**config.mk**
```make
export PLATFORM = sky130hd
export DESIGN_NAME = turbo_deframer_flat
export DESIGN_NICKNAME = d
export VERILOG_FILES = /design/src/rtl/turbo_deframer_if.sv /design/src/rtl/turbo_deframer.sv /design/src/flat_wrapper.sv
export SDC_FILE = /design/constraint.sdc
export NUM_CORES = 1
export LEC_CHECK = 0
export ABC_AREA = 1
export CAP_MARGIN = 20
export CELL_PAD_IN_SITES_DETAIL_PLACEMENT = 1
export CELL_PAD_IN_SITES_GLOBAL_PLACEMENT = 2
export CORE_MARGIN = 5
export CORE_UTILIZATION = 33
export CTS_CLUSTER_DIAMETER = 100
export DETAILED_ROUTE_END_ITERATION = 12
export PLACE_DENSITY_LB_ADDON = 0.1
export SYNTH_ARGS = -nofsm -noshare
export SYNTH_HDL_FRONTEND = slang
export SYNTH_SLANG_ARGS = --single-unit
export TNS_END_PERCENT = 20
```
**constraint.sdc**
```tcl
create_clock -name clk -period 3 [get_ports clk]
set_input_delay 0.45 -clock clk [delete_from_list [all_inputs] [get_ports clk]]
set_output_delay 0.45 -clock clk [all_outputs]
set_load 0.02 [all_outputs]
```
**src/rtl/turbo_deframer_if.sv**
```systemverilog
// Triplet stream into the deframer and the per-triplet / per-block report out of it.
// The master side is the encoder output (or a bench); the slave side is the deframer.
interface turbo_deframer_if #(
    parameter int CNT_W = 14
);
    logic             look_now;
    logic             length_in;
    logic             xk;
    logic             zk;
    logic             zkp;
    logic             sys_bit;
    logic             par1_bit;
    logic             par2_bit;
    logic             bit_valid;
    logic [CNT_W-1:0] bit_idx;
    logic             sof;
    logic             eof;
    logic [11:0]      tail_bits;
    logic             block_done;
    logic             parity_err;
    logic             gap_err;
    logic [1:0]       state;

    modport master (
        output look_now, length_in, xk, zk, zkp,
        input  sys_bit, par1_bit, par2_bit, bit_valid, bit_idx, sof, eof,
        input  tail_bits, block_done, parity_err, gap_err, state
    );

    modport slave (
        input  look_now, length_in, xk, zk, zkp,
        output sys_bit, par1_bit, par2_bit, bit_valid, bit_idx, sof, eof,
        output tail_bits, block_done, parity_err, gap_err, state
    );
endinterface

```
**src/rtl/turbo_deframer.sv**
```systemverilog
// Splits the turbo encoder's serial triplet stream into K data triplets and 4 tail
// triplets per block, re-running the constituent RSC encoder to check parity-1.
//
// state | meaning
// IDLE  | waiting for the first triplet of a block
// DATA  | accepting data triplets 1..K-1
// TAIL  | accepting the 4 trellis-tail triplets
module turbo_deframer #(
    parameter int K_SHORT = 4,
    parameter int K_LONG  = 6,
    parameter int CNT_W   = 14
) (
    input logic             clk,
    input logic             rst,
    turbo_deframer_if.slave bus
);
    typedef enum logic [1:0] {
        IDLE = 2'd0,
        DATA = 2'd1,
        TAIL = 2'd2
    } state_t;

    localparam logic [CNT_W-1:0] K_S = CNT_W'(K_SHORT);
    localparam logic [CNT_W-1:0] K_L = CNT_W'(K_LONG);
    localparam logic [CNT_W-1:0] ONE = CNT_W'(1);

    state_t           state_q, state_d;
    logic [CNT_W-1:0] k_q, k_d;
    logic [CNT_W-1:0] idx_q, idx_d;
    logic [1:0]       tcnt_q, tcnt_d;
    logic [2:0]       s_q, s_d;
    logic             err_q, err_d;

    logic             sys_q, sys_d;
    logic             par1_q, par1_d;
    logic             par2_q, par2_d;
    logic             bit_valid_q, bit_valid_d;
    logic [CNT_W-1:0] bit_idx_q, bit_idx_d;
    logic             sof_q, sof_d;
    logic             eof_q, eof_d;
    logic [11:0]      tail_q, tail_d;
    logic             block_done_q, block_done_d;
    logic             parity_err_q, parity_err_d;
    logic             gap_err_q, gap_err_d;

    logic             take_data;
    logic [CNT_W-1:0] cur_idx;
    logic [CNT_W-1:0] cur_k;
    logic [2:0]       s_cur;
    logic             err_cur;
    logic             fb_a;
    logic             exp_z;

    always_comb begin
        state_d      = state_q;
        k_d          = k_q;
        idx_d        = idx_q;
        tcnt_d       = tcnt_q;
        s_d          = s_q;
        err_d        = err_q;
        sys_d        = sys_q;
        par1_d       = par1_q;
        par2_d       = par2_q;
        bit_valid_d  = 1'b0;
        bit_idx_d    = bit_idx_q;
        sof_d        = 1'b0;
        eof_d        = 1'b0;
        tail_d       = tail_q;
        block_done_d = 1'b0;
        parity_err_d = parity_err_q;
        gap_err_d    = 1'b0;

        take_data = 1'b0;
        cur_idx   = idx_q;
        cur_k     = k_q;
        s_cur     = s_q;
        err_cur   = err_q;
        fb_a      = 1'b0;
        exp_z     = 1'b0;

        case (state_q)
            IDLE: begin
                if (bus.look_now) begin
                    take_data = 1'b1;
                    cur_idx   = '0;
                    cur_k     = bus.length_in ? K_L : K_S;
                    s_cur     = 3'b000;
                    err_cur   = 1'b0;
                end
            end
            DATA: begin
                if (bus.look_now) begin
                    take_data = 1'b1;
                end else begin
                    gap_err_d = 1'b1;
                    state_d   = IDLE;
                    idx_d     = '0;
                    tcnt_d    = 2'd0;
                end
            end
            TAIL: begin
                if (bus.look_now) begin
                    tail_d = {tail_q[8:0], bus.xk, bus.zk, bus.zkp};
                    if (tcnt_q == 2'd3) begin
                        block_done_d = 1'b1;
                        parity_err_d = err_q;
                        state_d      = IDLE;
                        tcnt_d       = 2'd0;
                        idx_d        = '0;
                    end else begin
                        tcnt_d = tcnt_q + 2'd1;
                    end
                end else begin
                    gap_err_d = 1'b1;
                    state_d   = IDLE;
                    idx_d     = '0;
                    tcnt_d    = 2'd0;
                end
            end
            default: begin
                state_d = IDLE;
            end
        endcase

        // Feedback a drives the shift register; parity-1 taps are a, D and D^3.
        if (take_data) begin
            fb_a        = bus.xk ^ s_cur[1] ^ s_cur[2];
            exp_z       = fb_a ^ s_cur[0] ^ s_cur[2];
            s_d         = {s_cur[1], s_cur[0], fb_a};
            err_d       = err_cur | (bus.zk ^ exp_z);
            k_d         = cur_k;
            sys_d       = bus.xk;
            par1_d      = bus.zk;
            par2_d      = bus.zkp;
            bit_valid_d = 1'b1;
            bit_idx_d   = cur_idx;
            sof_d       = (cur_idx == '0);
            eof_d       = (cur_idx == cur_k - ONE);
            if (cur_idx == cur_k - ONE) begin
                state_d = TAIL;
                tcnt_d  = 2'd0;
                idx_d   = '0;
            end else begin
                state_d = DATA;
                idx_d   = cur_idx + ONE;
            end
        end
    end

    always_ff @(posedge clk or negedge rst) begin
        if (!rst) begin
            state_q      <= IDLE;
            k_q          <= '0;
            idx_q        <= '0;
            tcnt_q       <= 2'd0;
            s_q          <= 3'b000;
            err_q        <= 1'b0;
            sys_q        <= 1'b0;
            par1_q       <= 1'b0;
            par2_q       <= 1'b0;
            bit_valid_q  <= 1'b0;
            bit_idx_q    <= '0;
            sof_q        <= 1'b0;
            eof_q        <= 1'b0;
            tail_q       <= 12'd0;
            block_done_q <= 1'b0;
            parity_err_q <= 1'b0;
            gap_err_q    <= 1'b0;
        end else begin
            state_q      <= state_d;
            k_q          <= k_d;
            idx_q        <= idx_d;
            tcnt_q       <= tcnt_d;
            s_q          <= s_d;
            err_q        <= err_d;
            sys_q        <= sys_d;
            par1_q       <= par1_d;
            par2_q       <= par2_d;
            bit_valid_q  <= bit_valid_d;
            bit_idx_q    <= bit_idx_d;
            sof_q        <= sof_d;
            eof_q        <= eof_d;
            tail_q       <= tail_d;
            block_done_q <= block_done_d;
            parity_err_q <= parity_err_d;
            gap_err_q    <= gap_err_d;
        end
    end

    assign bus.sys_bit    = sys_q;
    assign bus.par1_bit   = par1_q;
    assign bus.par2_bit   = par2_q;
    assign bus.bit_valid  = bit_valid_q;
    assign bus.bit_idx    = bit_idx_q;
    assign bus.sof        = sof_q;
    assign bus.eof        = eof_q;
    assign bus.tail_bits  = tail_q;
    assign bus.block_done = block_done_q;
    assign bus.parity_err = parity_err_q;
    assign bus.gap_err    = gap_err_q;
    assign bus.state      = state_q;
endmodule

```
**src/flat_wrapper.sv**
```systemverilog
// flat-port wrapper written by rule: the top's interface ports become plain ports
module turbo_deframer_flat 
#(
    parameter int K_SHORT = 4,
    parameter int K_LONG  = 6,
    parameter int CNT_W   = 14
)
  (clk, rst, bus_look_now, bus_length_in, bus_xk, bus_zk, bus_zkp, bus_sys_bit, bus_par1_bit, bus_par2_bit, bus_bit_valid, bus_bit_idx, bus_sof, bus_eof, bus_tail_bits, bus_block_done, bus_parity_err, bus_gap_err, bus_state);
  turbo_deframer_if #(.CNT_W(CNT_W)) bus_i ();
  input logic clk;
  input logic rst;
  input wire logic [$bits(bus_i.look_now)-1:0] bus_look_now;
  input wire logic [$bits(bus_i.length_in)-1:0] bus_length_in;
  input wire logic [$bits(bus_i.xk)-1:0] bus_xk;
  input wire logic [$bits(bus_i.zk)-1:0] bus_zk;
  input wire logic [$bits(bus_i.zkp)-1:0] bus_zkp;
  output wire logic [$bits(bus_i.sys_bit)-1:0] bus_sys_bit;
  output wire logic [$bits(bus_i.par1_bit)-1:0] bus_par1_bit;
  output wire logic [$bits(bus_i.par2_bit)-1:0] bus_par2_bit;
  output wire logic [$bits(bus_i.bit_valid)-1:0] bus_bit_valid;
  output wire logic [$bits(bus_i.bit_idx)-1:0] bus_bit_idx;
  output wire logic [$bits(bus_i.sof)-1:0] bus_sof;
  output wire logic [$bits(bus_i.eof)-1:0] bus_eof;
  output wire logic [$bits(bus_i.tail_bits)-1:0] bus_tail_bits;
  output wire logic [$bits(bus_i.block_done)-1:0] bus_block_done;
  output wire logic [$bits(bus_i.parity_err)-1:0] bus_parity_err;
  output wire logic [$bits(bus_i.gap_err)-1:0] bus_gap_err;
  output wire logic [$bits(bus_i.state)-1:0] bus_state;
  assign bus_i.look_now = bus_look_now;
  assign bus_i.length_in = bus_length_in;
  assign bus_i.xk = bus_xk;
  assign bus_i.zk = bus_zk;
  assign bus_i.zkp = bus_zkp;
  assign bus_sys_bit = bus_i.sys_bit;
  assign bus_par1_bit = bus_i.par1_bit;
  assign bus_par2_bit = bus_i.par2_bit;
  assign bus_bit_valid = bus_i.bit_valid;
  assign bus_bit_idx = bus_i.bit_idx;
  assign bus_sof = bus_i.sof;
  assign bus_eof = bus_i.eof;
  assign bus_tail_bits = bus_i.tail_bits;
  assign bus_block_done = bus_i.block_done;
  assign bus_parity_err = bus_i.parity_err;
  assign bus_gap_err = bus_i.gap_err;
  assign bus_state = bus_i.state;
  turbo_deframer #(.K_SHORT(K_SHORT), .K_LONG(K_LONG), .CNT_W(CNT_W)) u_core (.clk(clk), .rst(rst), .bus(bus_i));
endmodule
```
Yosys cells after proc, flatten, opt, wreduce, memory -nomap -nowiden
Index checks and enable logic that the tools add are counted.
W data, S select, Z words.

cells by class
  add/subtract/negate cells = 3
  equal/unequal tests = 7
  mux-type cells = 37
  bitwise logic cells = 6
  reduce and logical (&&, ||, !) cells = 9

operators with widths
  cell                     number
  $mux W14                 9
  $pmux W14 S2             1
  $mux W2                  11
  $add A14 B1 Y14 const B  1
  $eq A14 B14 Y1           1
  $logic_not A14 Y1        1
  $sub A14 B1 Y14 const B  1
  $mux W1                  12
  $reduce_and A3 Y1        3
  $mux W3                  2
  $pmux W2 S3              1
  $xor A1 B1 Y1            5
  $eq A2 B2 Y1 const B     2
  $ne A4 B2 Y1 const B     1
  $pmux W2 S2              1
  $reduce_or A2 Y1         2
  $ne A3 B2 Y1 const B     1
  $reduce_bool A3 Y1       1
  $add A2 B1 Y2 const B    1
  $eq A2 B1 Y1 const B     1
  $logic_not A2 Y1         1
  $ne A2 B1 Y1 const B     1
  $reduce_and A2 Y1        1
  $or A1 B1 Y1             1

word-level totals
  flip-flop bits (word level) = 71
  input port bits = 7
  output and inout port bits = 37
  word-level logic and storage cells = 79

Logic depth before layout (Yosys ltp)
Gate-level depths: netlist of run 1.

  word-level depth = 8
  mapped depth = 20
  gate-level depth less buffers = 19

Worst setup path after synthesis of run 1
Ideal clock, no wire load.

  kind = register to register
  from = register u_core.state_q[0], in the netlist u_core.bus.state[0]
  to = register u_core.idx_q[4]
  setup time = 0.117 ns
  arrival time = 2.467 ns
  required time = 2.883 ns
  setup slack = 0.416 ns
  stages on the path, launching flop included = 18
  buffers on the path = 2
  clock period less this slack = 2.584 ns
  path through = dfrtp_1 > inv_1 > ha_1 > nand2_4 > buf_12 > nand2_2 > nand2_2 > ha_1 > nand4_4 > nor3_4 > nand3_1 > nand2_1 > nand2_1 > nor2_4 > nand3_4 > buf_6 > nand3_2 > nand2_1

between the ends
  longest elaborated chain between the ends = 6
  elaborated cells on any way between the ends = 17
  those cells by class = 2 x add/sub; 5 x eq/ne; 6 x mux; 4 x reduce/logical

ends and longest elaborated chain
  what                    RTL line               text
  from (decl)             turbo_deframer.sv:27   state_t state_q, state_d;
  from (signal assigned)  turbo_deframer.sv:170  state_q <= state_d;
  $logic_not A2 Y1        turbo_deframer.sv:81   case (state_q)
  $mux W14                turbo_deframer.sv:81
  $sub A14 B1 Y14         turbo_deframer.sv:139  if (cur_idx == cur_k - ONE) begin
  $eq A14 B14 Y1          turbo_deframer.sv:139
  $mux W14                turbo_deframer.sv:139
  $mux W14                turbo_deframer.sv:126  if (take_data) begin
  to (signal assigned)    turbo_deframer.sv:172  idx_q <= idx_d;
  to (decl)               turbo_deframer.sv:29   logic [CNT_W-1:0] idx_q, idx_d;

Parallel ways exist; a longest one is shown, timed or not.
A chain may end at the register's enable or synchronous reset.

Worst setup path in the final report of run 1
  from = register u_core.state_q[0], in the netlist u_core.bus.state[0]
  to = register u_core.idx_q[13]

The elaborated chain is that of the path after synthesis.

==> results of run 1 <==
[logic make-up (layout without fill, tap and decap cells)]
group	count (synthesis)	in the layout	share of synthesized area, %
XOR/XNOR	14	14	3.15
buffers and inverters	80	145	9.05
multiplexers	1	1	0.289
adder cells (fa/ha/maj)	7	7	2.25
AO/OA/AOI/OAI	44	44	6.10
flip-flops	71	71	45.6
AND/OR/NAND/NOR	271	271	33.6
[area by class of cell]
cell class	instances	area share (%)
clock inverters	5	0.721
multi-input cells	337	36.4
flip-flops and latches	71	36.5
inverters	65	5.02
repair buffers	65	12.7
clock buffers	10	4.92
well taps	143	3.68
[worst register-to-register path, cell delays in order, from the launching register on]
cell     delay (ps)
dfrtp_1         410
inv_1           100
ha_1            280
nand2_4         120
inv_2            40
nor2_1          110
inv_1            60
ha_1            240
inv_1            70
nand3_1          80
nand2_1         100
nor2_1           40
nor2_1          110
nand3_1          80
nor2_1           80
nand2_1          90
nor2_4          120
nand3_4         120
buf_12          170
nand3_1          60
nand2_1          50
[layer usage]
layer,GRT usage [%],vias to the layer above,routed length (µm)
met5,0,-,0
met2,26.1,41,5010
met3,3.10,10,295
met1,19.7,1607,4720
li1,-,1654,-
met4,5.65,0,126
[registers in the layout, indices dropped and copies added (netlist names), 2 cells and up]
signal / count
u_core.bus.bit_idx: 14
u_core.idx_q: 14
u_core.k_q: 14
u_core.bus.tail_bits: 12
u_core.s_q: 3
u_core.bus.state: 2
u_core.tcnt_q: 2
[through the flow]
step | power, mW | hold slack, ps | utilization [%] | worst slack [ps] | std cells
global placement | 2.55 | 464 | 39.5 | 147 | 677
floorplan | 2.07 | 154 | - | 416 | 488
finish | 3.55 | 245 | 42.2 | 350 | 696
CTS | 3.58 | 290 | 41.9 | 200 | 692
global route | 3.80 | 349 | 42.2 | 49.2 | 696
detailed placement | 2.56 | 469 | 39.5 | 9.63 | 677
[synth_stat cells, drive strengths merged]
cell,count,area share [%]
a21oi,5,0.64
a22oi,1,0.19
a31oi,1,0.16
buf,8,2.1
clkbuf,7,0.67
dfrtp,71,46
ha,7,2.2
inv,65,6.3
mux2,1,0.29
nand2,170,17
nand3,50,8.5
nand3b,4,0.77
nand4,6,1.3
nor2,32,4.0
nor3,6,1.2
nor3b,1,0.19
nor4,2,0.48
o21ai,36,4.9
o31ai,1,0.19
xnor2,6,1.3
xor2,8,1.8
[layout by cell type (no fill, tap or decap), types with 2 or more instances in the layout]
| cell type | count |
|---|---|
| nand3b_1 | 4 |
| clkinv_4 | 2 |
| buf_4 | 21 |
| nand2_4 | 2 |
| nand3_2 | 11 |
| inv_1 | 61 |
| inv_2 | 4 |
| dfrtp_1 | 71 |
| buf_12 | 2 |
| ha_1 | 7 |
| o21ai_0 | 33 |
| clkdlybuf4s50_1 | 42 |
| clkinv_2 | 2 |
| xnor2_1 | 6 |
| nor2_1 | 25 |
| xor2_1 | 8 |
| nand2_2 | 6 |
| clkbuf_16 | 9 |
| nor2_2 | 3 |
| nand2_1 | 162 |
| nand3_1 | 37 |
| nor2_4 | 4 |
| nand4_1 | 5 |
| o21ai_2 | 3 |
| nor3_1 | 4 |
| a21oi_1 | 5 |
| nand3_4 | 2 |
[worst max path at each step]
| stage | to | slack [ps] | cells after the start |
|---|---|---|---|
| global route | u_core.idx_q[13] | 50 | 20 |
| CTS | u_core.bus.state[0] | 200 | 19 |
| detailed placement | u_core.bus.state[0] | 10 | 15 |
| global placement | u_core.bus.state[0] | 150 | 15 |
| floorplan | u_core.idx_q[4] | 420 | 17 |
| finish | u_core.idx_q[13] | 350 | 20 |
[power groups by stage]
stage | clock network (mW) | logic [mW] | registers [mW]
2_1_floorplan | 0 | 0.691 | 1.38
3_3_place_gp | 0 | 1.31 | 1.24
3_5_place_dp | 0 | 1.31 | 1.25
4_1_cts | 1.03 | 1.32 | 1.24
5_1_grt | 1.07 | 1.48 | 1.25
6_report | 0.991 | 1.33 | 1.23
==> metrics.txt, run 1 <==
status=complete, no violations; Setup CP Type=flop to flop; Post-DP Area=4550 µm²; Routed WL per cell=14.6 µm; Post-Route WL=10,200 µm; residual DRC count=0; end of the worst register-to-register path=u_core.idx_q[13]; antenna viol nets, final=0; internal power=2.21 mW; critical path's top delay family=simple AND/OR/NAND/NOR gates; Top cell by count, worst path=nor2_1; Multi-input gate area=1770 µm²; gr usage total=15.5%; total number of vias=3,312; DP HPWL=7550 µm; register area=1780 µm²; unrepaired setup endpoints after global routing=no; CP peak stage delay=410 ps; Ports=44; Final setup viols=0; post-synthesis instance area=3900 µm²; CTS Hold Bufs=0; GPL Wtd Cong=0.769; Initial DRC Count=101; Reg power frac=34.6%; type of the worst min-delay path=input pin to async pin; Synth cell types=36; # H-tree levels=3; critical path fanouts, max=8; pin count of the biggest net entering global routing=72; first-pass GRT wire length=17,600 µm; CTS Buffer Depth=2; Slew HR=37.6%; Vias/cell=4.76; R2R cell count=20; static leakage=2.55 nW; Clock Latency Late Sink=330 ps; Worst Clk Skew=6.53 ps; Tightest Pin Transition=936 ps; Rows=39; IO Port Bufs=43; Slew Limit Fails=0; worst path cell trace=inv_1 > ha_1 > nand2_4 > inv_2 > nor2_1 > inv_1 > ha_1 > inv_1 > nand3_1 > nand2_1 > nor2_1 > nor2_1 > nand3_1 > nor2_1 > nand2_1 > nor2_4 > nand3_4 > buf_12 > nand3_1 > nand2_1; drt pass-1 iters=4; Area Overhead vs Synth=24.8%; Die H=119 µm; layout cell share with drive strength beyond 1=14.1%; clock root buffer=clkbuf_16; Post-CTS Resized=0; Max VDD drop=0.267 mV; flop2flop setup slack=350 ps; Net Sw Frac=37.9%; Post-Synthesis Cells=488; Gate power share=37.5%; Core Area=11,500 µm²; number of global-route vias before repair=3,483; setup bufs post-CTS=0; RR Startpoint=u_core.bus.state[0]; fin nets=563; Die Footprint=14,100 µm²; Worst Path Arrival=2870 ps; Clk pwr share=27.9%; max-cap check violation count=0; crit share post-route=88.3%; WP data required=3220 ps; Slowest-stage cell, CP=dfrtp_1; FILL cells=1,411; Synth Register Bits=71; Post-Syn Nets=502; synthesized area per cell=7.99 µm²; Warnings, synthesis=0; CTS tree=done; post-route cell area=4860 µm²; GRT Residual Overflow=0; Num CTS Buffers=9; Worst setup EP type=flop; Fmax=377 MHz; CP Launch Point=u_core.bus.state[0]; initial antenna violation count=0; sequential share of the synthesized area=45.6%; net load switching power=1.35 mW; Final Critical Period=2650 ps; Die W=119 µm; CP Launch Type=flop; initial core utilization=33.8%; CP Buf/Inv Count=5; ANT cells=0; Power Dens Cells=731 nW/µm²; clock sink count=71; Clock Pin Slew Worst Setup and Hold Paths=60 ps; setup TNS=0 ps; Final Hold Fails=0
Note: power is estimated with default switching activity, not from simulation.
==> run 2: changes to the inputs <==
CORE_MARGIN = 1.5   (was 5)
GPL_ROUTABILITY_DRIVEN = 0   (was unset)
==> metrics.txt, run 2 (synthesis results as in run 1) <==
status=complete, no violations; Slew Limit Fails=0; Routed WL per cell=14.9 µm; total number of vias=3,333; R2R cell count=16; commonest non-fill, non-tap cell in the layout=nand2_1; Num CTS Buffers=9; Vias/cell=4.79; CTS Buffer Depth=2; end of the worst register-to-register path=u_core.tcnt_q[1]; number of global-route vias before repair=3,473; Worst Clk Skew=9.56 ps; Clock Pin Slew Worst Setup and Hold Paths=60 ps; setup bufs post-CTS=0; first-pass GRT wire length=17,800 µm; ANT cells=0; Slew HR=38.7%; crit share post-route=87.8%; CTS tree=done; antenna viol nets, final=0; # H-tree levels=3; Post-CTS Resized=0; clock sink count=71; layout cell share with drive strength beyond 1=13.9%; pin count of the biggest net entering global routing=72; CP Depth=16; unrepaired setup endpoints after global routing=no; Die W=112 µm; Final setup viols=0; type of the worst min-delay path=input pin to async pin; Power Dens Cells=763 nW/µm²; fin nets=562; max-cap check violation count=0; worst path cell trace=inv_1 > ha_1 > nand2_4 > inv_2 > nor2_1 > inv_1 > ha_1 > nand4_4 > nor3_4 > nand3_1 > nand2_1 > nand2_1 > nor2_4 > nand4_1 > nand2_1 > inv_1; gr usage total=18.0%; flop2flop setup slack=370 ps; setup TNS=0 ps; Clock Latency Late Sink=340 ps; Ports=44; static leakage=2.56 nW; DP HPWL=7760 µm; IO Port Bufs=43; CP Launch Type=flop; Max VDD drop=0.443 mV; Final Hold Fails=0; RR Startpoint=u_core.bus.state[0]; Slowest-stage cell, CP=dfrtp_1; GRT Residual Overflow=0; Worst setup EP type=flop; Area Overhead vs Synth=25.8%; Rows=39; CP Buf/Inv Count=4; Total Power=3.74 mW; initial antenna violation count=0; Fmax=380 MHz; Die Footprint=12,500 µm²; CP endpoint=u_core.tcnt_q[1]; residual DRC count=0; initial core utilization=34.0%; Worst Path Arrival=2870 ps; critical path's top delay family=simple AND/OR/NAND/NOR gates; Die H=112 µm; Setup CP Type=flop to flop; Final Critical Period=2630 ps; Post-Route WL=10,400 µm; WP data required=3230 ps; CP peak stage delay=410 ps; drt pass-1 iters=4; Tightest Pin Transition=920 ps; most frequent cells in the layout=nand2_1 (162), dfrtp_1 (71), inv_1 (61), clkdlybuf4s50_1 (42), nand3_1 (37); Core Area=11,500 µm²; CP Launch Point=u_core.bus.state[0]; clock root buffer=clkbuf_16; CTS Hold Bufs=0; Initial DRC Count=169; critical path fanouts, max=5
-- run 2: layout make-up --
cell class,instances,area (µm²)
fill,1385,6560
tap,143,179
multi-input combinational,337,1770
timing repair buffer,64,611
inverter,65,244
clock inverter,5,81.3
sequential,71,1780
clock buffer,11,243
-- run 2: metrics by stage --
stage / instance area [µm²] / util [%] / hold slack, ps / instances / worst slack (ps)
3_3_place_gp: 4550 / 39.7 / 461 / 678 / 137
3_5_place_dp: 4550 / 39.7 / 464 / 678 / 28.2
4_1_cts: 4880 / 42.5 / 301 / 694 / 221
5_1_grt: 4900 / 42.8 / 317 / 696 / 27.7
6_report: 4900 / 42.8 / 247 / 696 / 367
2_1_floorplan: 3900 / - / 154 / 488 / 416
-- run 2: how the worst min path moves through the flow --
stage / from / end / slack (ps) / cells after the start
after detailed placement: u_core.bus.tail_bits[10] / u_core.bus.tail_bits[10] / 460 / 2
after CTS: rst / u_core.bus.tail_bits[10] / 300 / 1
after floorplan: rst / u_core.bus.bit_idx[0] / 150 / 0
final: rst / u_core.bus.tail_bits[10] / 250 / 1
after global routing: rst / u_core.bus.tail_bits[10] / 320 / 1
after global placement: u_core.bus.tail_bits[9] / u_core.bus.tail_bits[9] / 460 / 2
-- run 2: worst reg2reg max path, stage by stage (launching register included) --
cell     delay (ps)
dfrtp_1         410
inv_1           110
ha_1            280
nand2_4         110
inv_2            70
nor2_1           40
inv_1            60
ha_1            230
nand4_4         170
nor3_4          220
nand3_1         110
nand2_1          80
nand2_1          80
nor2_4          140
nand4_1         250
nand2_1         130
inv_1            40
-- run 2: metal layers --
metal,wire (µm),track usage [%]
met5,0,0
met1,4540,21.2
met3,364,3.81
met2,5350,32.8
met4,143,5.65
-- run 2: power breakdown --
group / switching [mW] / total, mW / internal [mW]
registers: 0.106 / 1.23 / 1.13
clock network: 0.413 / 1.16 / 0.751
logic: 0.836 / 1.34 / 0.506
==> run 3: changes to the inputs <==
==> constraint.sdc (replaced) <==
create_clock -name clk -period 3 [get_ports clk]
set_input_delay 0.3 -clock clk [delete_from_list [all_inputs] [get_ports clk]]
set_output_delay 0.3 -clock clk [all_outputs]
set_load 0.02 [all_outputs]
==> metrics.txt, run 3 (synthesis results as in run 1) <==
Slowest-stage cell, CP=dfrtp_1; commonest non-fill, non-tap cell in the layout=nand2_1; Area Overhead vs Synth=25.2%; Worst Path Arrival=2880 ps; Die H=112 µm; CTS Buffer Depth=2; drt pass-1 iters=4; Worst Clk Skew=6.01 ps; clock sink count=71; DP HPWL=7540 µm; CTS Hold Bufs=0; Post-Route WL=10,300 µm; Top cell by count, worst path=inv_1; Final setup viols=0; Die W=112 µm; Vias/cell=4.75; Num CTS Buffers=9; clock root buffer=clkbuf_16; worst setup slack after layout=358 ps; setup TNS=0 ps; Clock Latency Late Sink=350 ps; CP Launch Point=u_core.bus.state[0]; Fmax=379 MHz; Final Critical Period=2640 ps; Total Power=3.74 mW; residual DRC count=0; crit share post-route=88.1%; layout cell share with drive strength beyond 1=13.5%; first-pass GRT wire length=17,500 µm; Routed WL per cell=15.0 µm; # H-tree levels=3; CTS tree=done; R2R cell count=16; Max VDD drop=0.444 mV; static leakage=2.53 nW; Power Dens Cells=767 nW/µm²; Slew Limit Fails=0; FILL cells=1,408; critical path fanouts, max=9; Setup CP Type=flop to flop; CP peak stage delay=410 ps; RR Startpoint=u_core.bus.state[0]; total number of vias=3,280; antenna viol nets, final=0; number of global-route vias before repair=3,416; ANT cells=0; pin count of the biggest net entering global routing=72; post-route cell area=4880 µm²; Initial DRC Count=139; Worst setup EP type=flop; Die Footprint=12,500 µm²; status=complete, no violations; Post-Place Worst Slack=134 ps; Post-DP Area=4530 µm²; GRT Residual Overflow=0; IO Port Bufs=43; Tightest Pin Transition=934 ps; Core Area=11,500 µm²; WP data required=3240 ps; Final Hold Fails=0; unrepaired setup endpoints after global routing=no; type of the worst min-delay path=input pin to async pin; critical path's top delay family=simple AND/OR/NAND/NOR gates; CP Buf/Inv Count=4; Slew HR=37.7%; register area=1780 µm²; Clock Pin Slew Worst Setup and Hold Paths=60 ps; initial antenna violation count=0; initial core utilization=34.0%; end of the worst register-to-register path=u_core.tcnt_q[1]; flop2flop setup slack=360 ps; max-cap check violation count=0; worst path cell trace=inv_1 > ha_2 > nand2_4 > inv_2 > nor2_1 > inv_1 > ha_1 > nand4_4 > nor2_4 > nor2_1 > o21ai_0 > nand2_1 > nor2_2 > nand4_1 > nand2_1 > inv_1; CP Launch Type=flop; Rows=39; most frequent cells in the layout=nand2_1 (162), dfrtp_1 (71), inv_1 (61), clkdlybuf4s50_1 (42), nand3_1 (37); Multi-input gate area=1770 µm²; gr usage total=17.9%; fin nets=557; Ports=44
[run 3: changes by cell type in the layout (fill, tap and decap cells not counted), sizes merged]
| cell | change |
|---|---|
| clkbuf | -1 |
| clkinv | -2 |
| buf | -5 |
| inv | +1 |
| clkinvlp | +3 |
| bufinv | -1 |
[run 3: metrics by stage]
stage,utilization [%],hold slack (ps),cells
final,42.5,92.5,691
after global routing,42.5,170,691
after CTS,42.2,135,689
after detailed placement,39.5,465,673
after global placement,39.5,461,673
after floorplan,-,4.41,488
[run 3: worst reg2reg max path, delay by kind of cell (launching register included)]
family / cells / cell delay [ps]
DFF: 1 / 410
AOI/OAI and AO/OA: 1 / 150
buffers and inverters: 4 / 300
adders and majority gates: 2 / 480
and+or+nand+nor: 9 / 1200
[run 3: how the worst max path moves through the flow]
stage	slack, ps	endpoint	depth (start not counted)
after floorplan	420	u_core.idx_q[4]	17
after global placement	250	u_core.bus.state[0]	15
after detailed placement	130	u_core.bus.state[0]	15
after CTS	170	u_core.bus.state[0]	16
after global routing	50	u_core.tcnt_q[0]	19
final	360	u_core.tcnt_q[1]	16
[run 3: final cells by class]
cell class | count | area share (%)
Sequential cell | 71 | 36.4
Clock buffer | 10 | 4.90
Timing Repair Buffer | 59 | 12.3
Tap cell | 143 | 3.67
Clock inverter | 6 | 1.41
Inverter | 65 | 5.00
Multi-Input combinational cell | 337 | 36.3
[run 3: where the power goes]
part | internal (mW) | leakage (nW) | switching [mW] | total, mW
Clock | 0.669 | 0.137 | 0.456 | 1.13
Sequential | 1.13 | 0.957 | 0.107 | 1.24
Combinational | 0.536 | 1.44 | 0.844 | 1.38
[run 3: timing repair]
| action | in CTS | in global routing |
|---|---|---|
| endpoints found under the setup margin | 0 | 18 |
| buffers inserted | 0 | 2 |
| gates resized for setup | 0 | 1 |
[run 3: per-layer routing]
metal | vias up | GRT usage [%] | wire length (µm)
li1 | 1638 | - | -
met1 | 1598 | 22.8 | 4890
met2 | 32 | 30.0 | 5020
met3 | 12 | 3.16 | 243
met4 | 0 | 7.59 | 200
met5 | - | 0 | 0
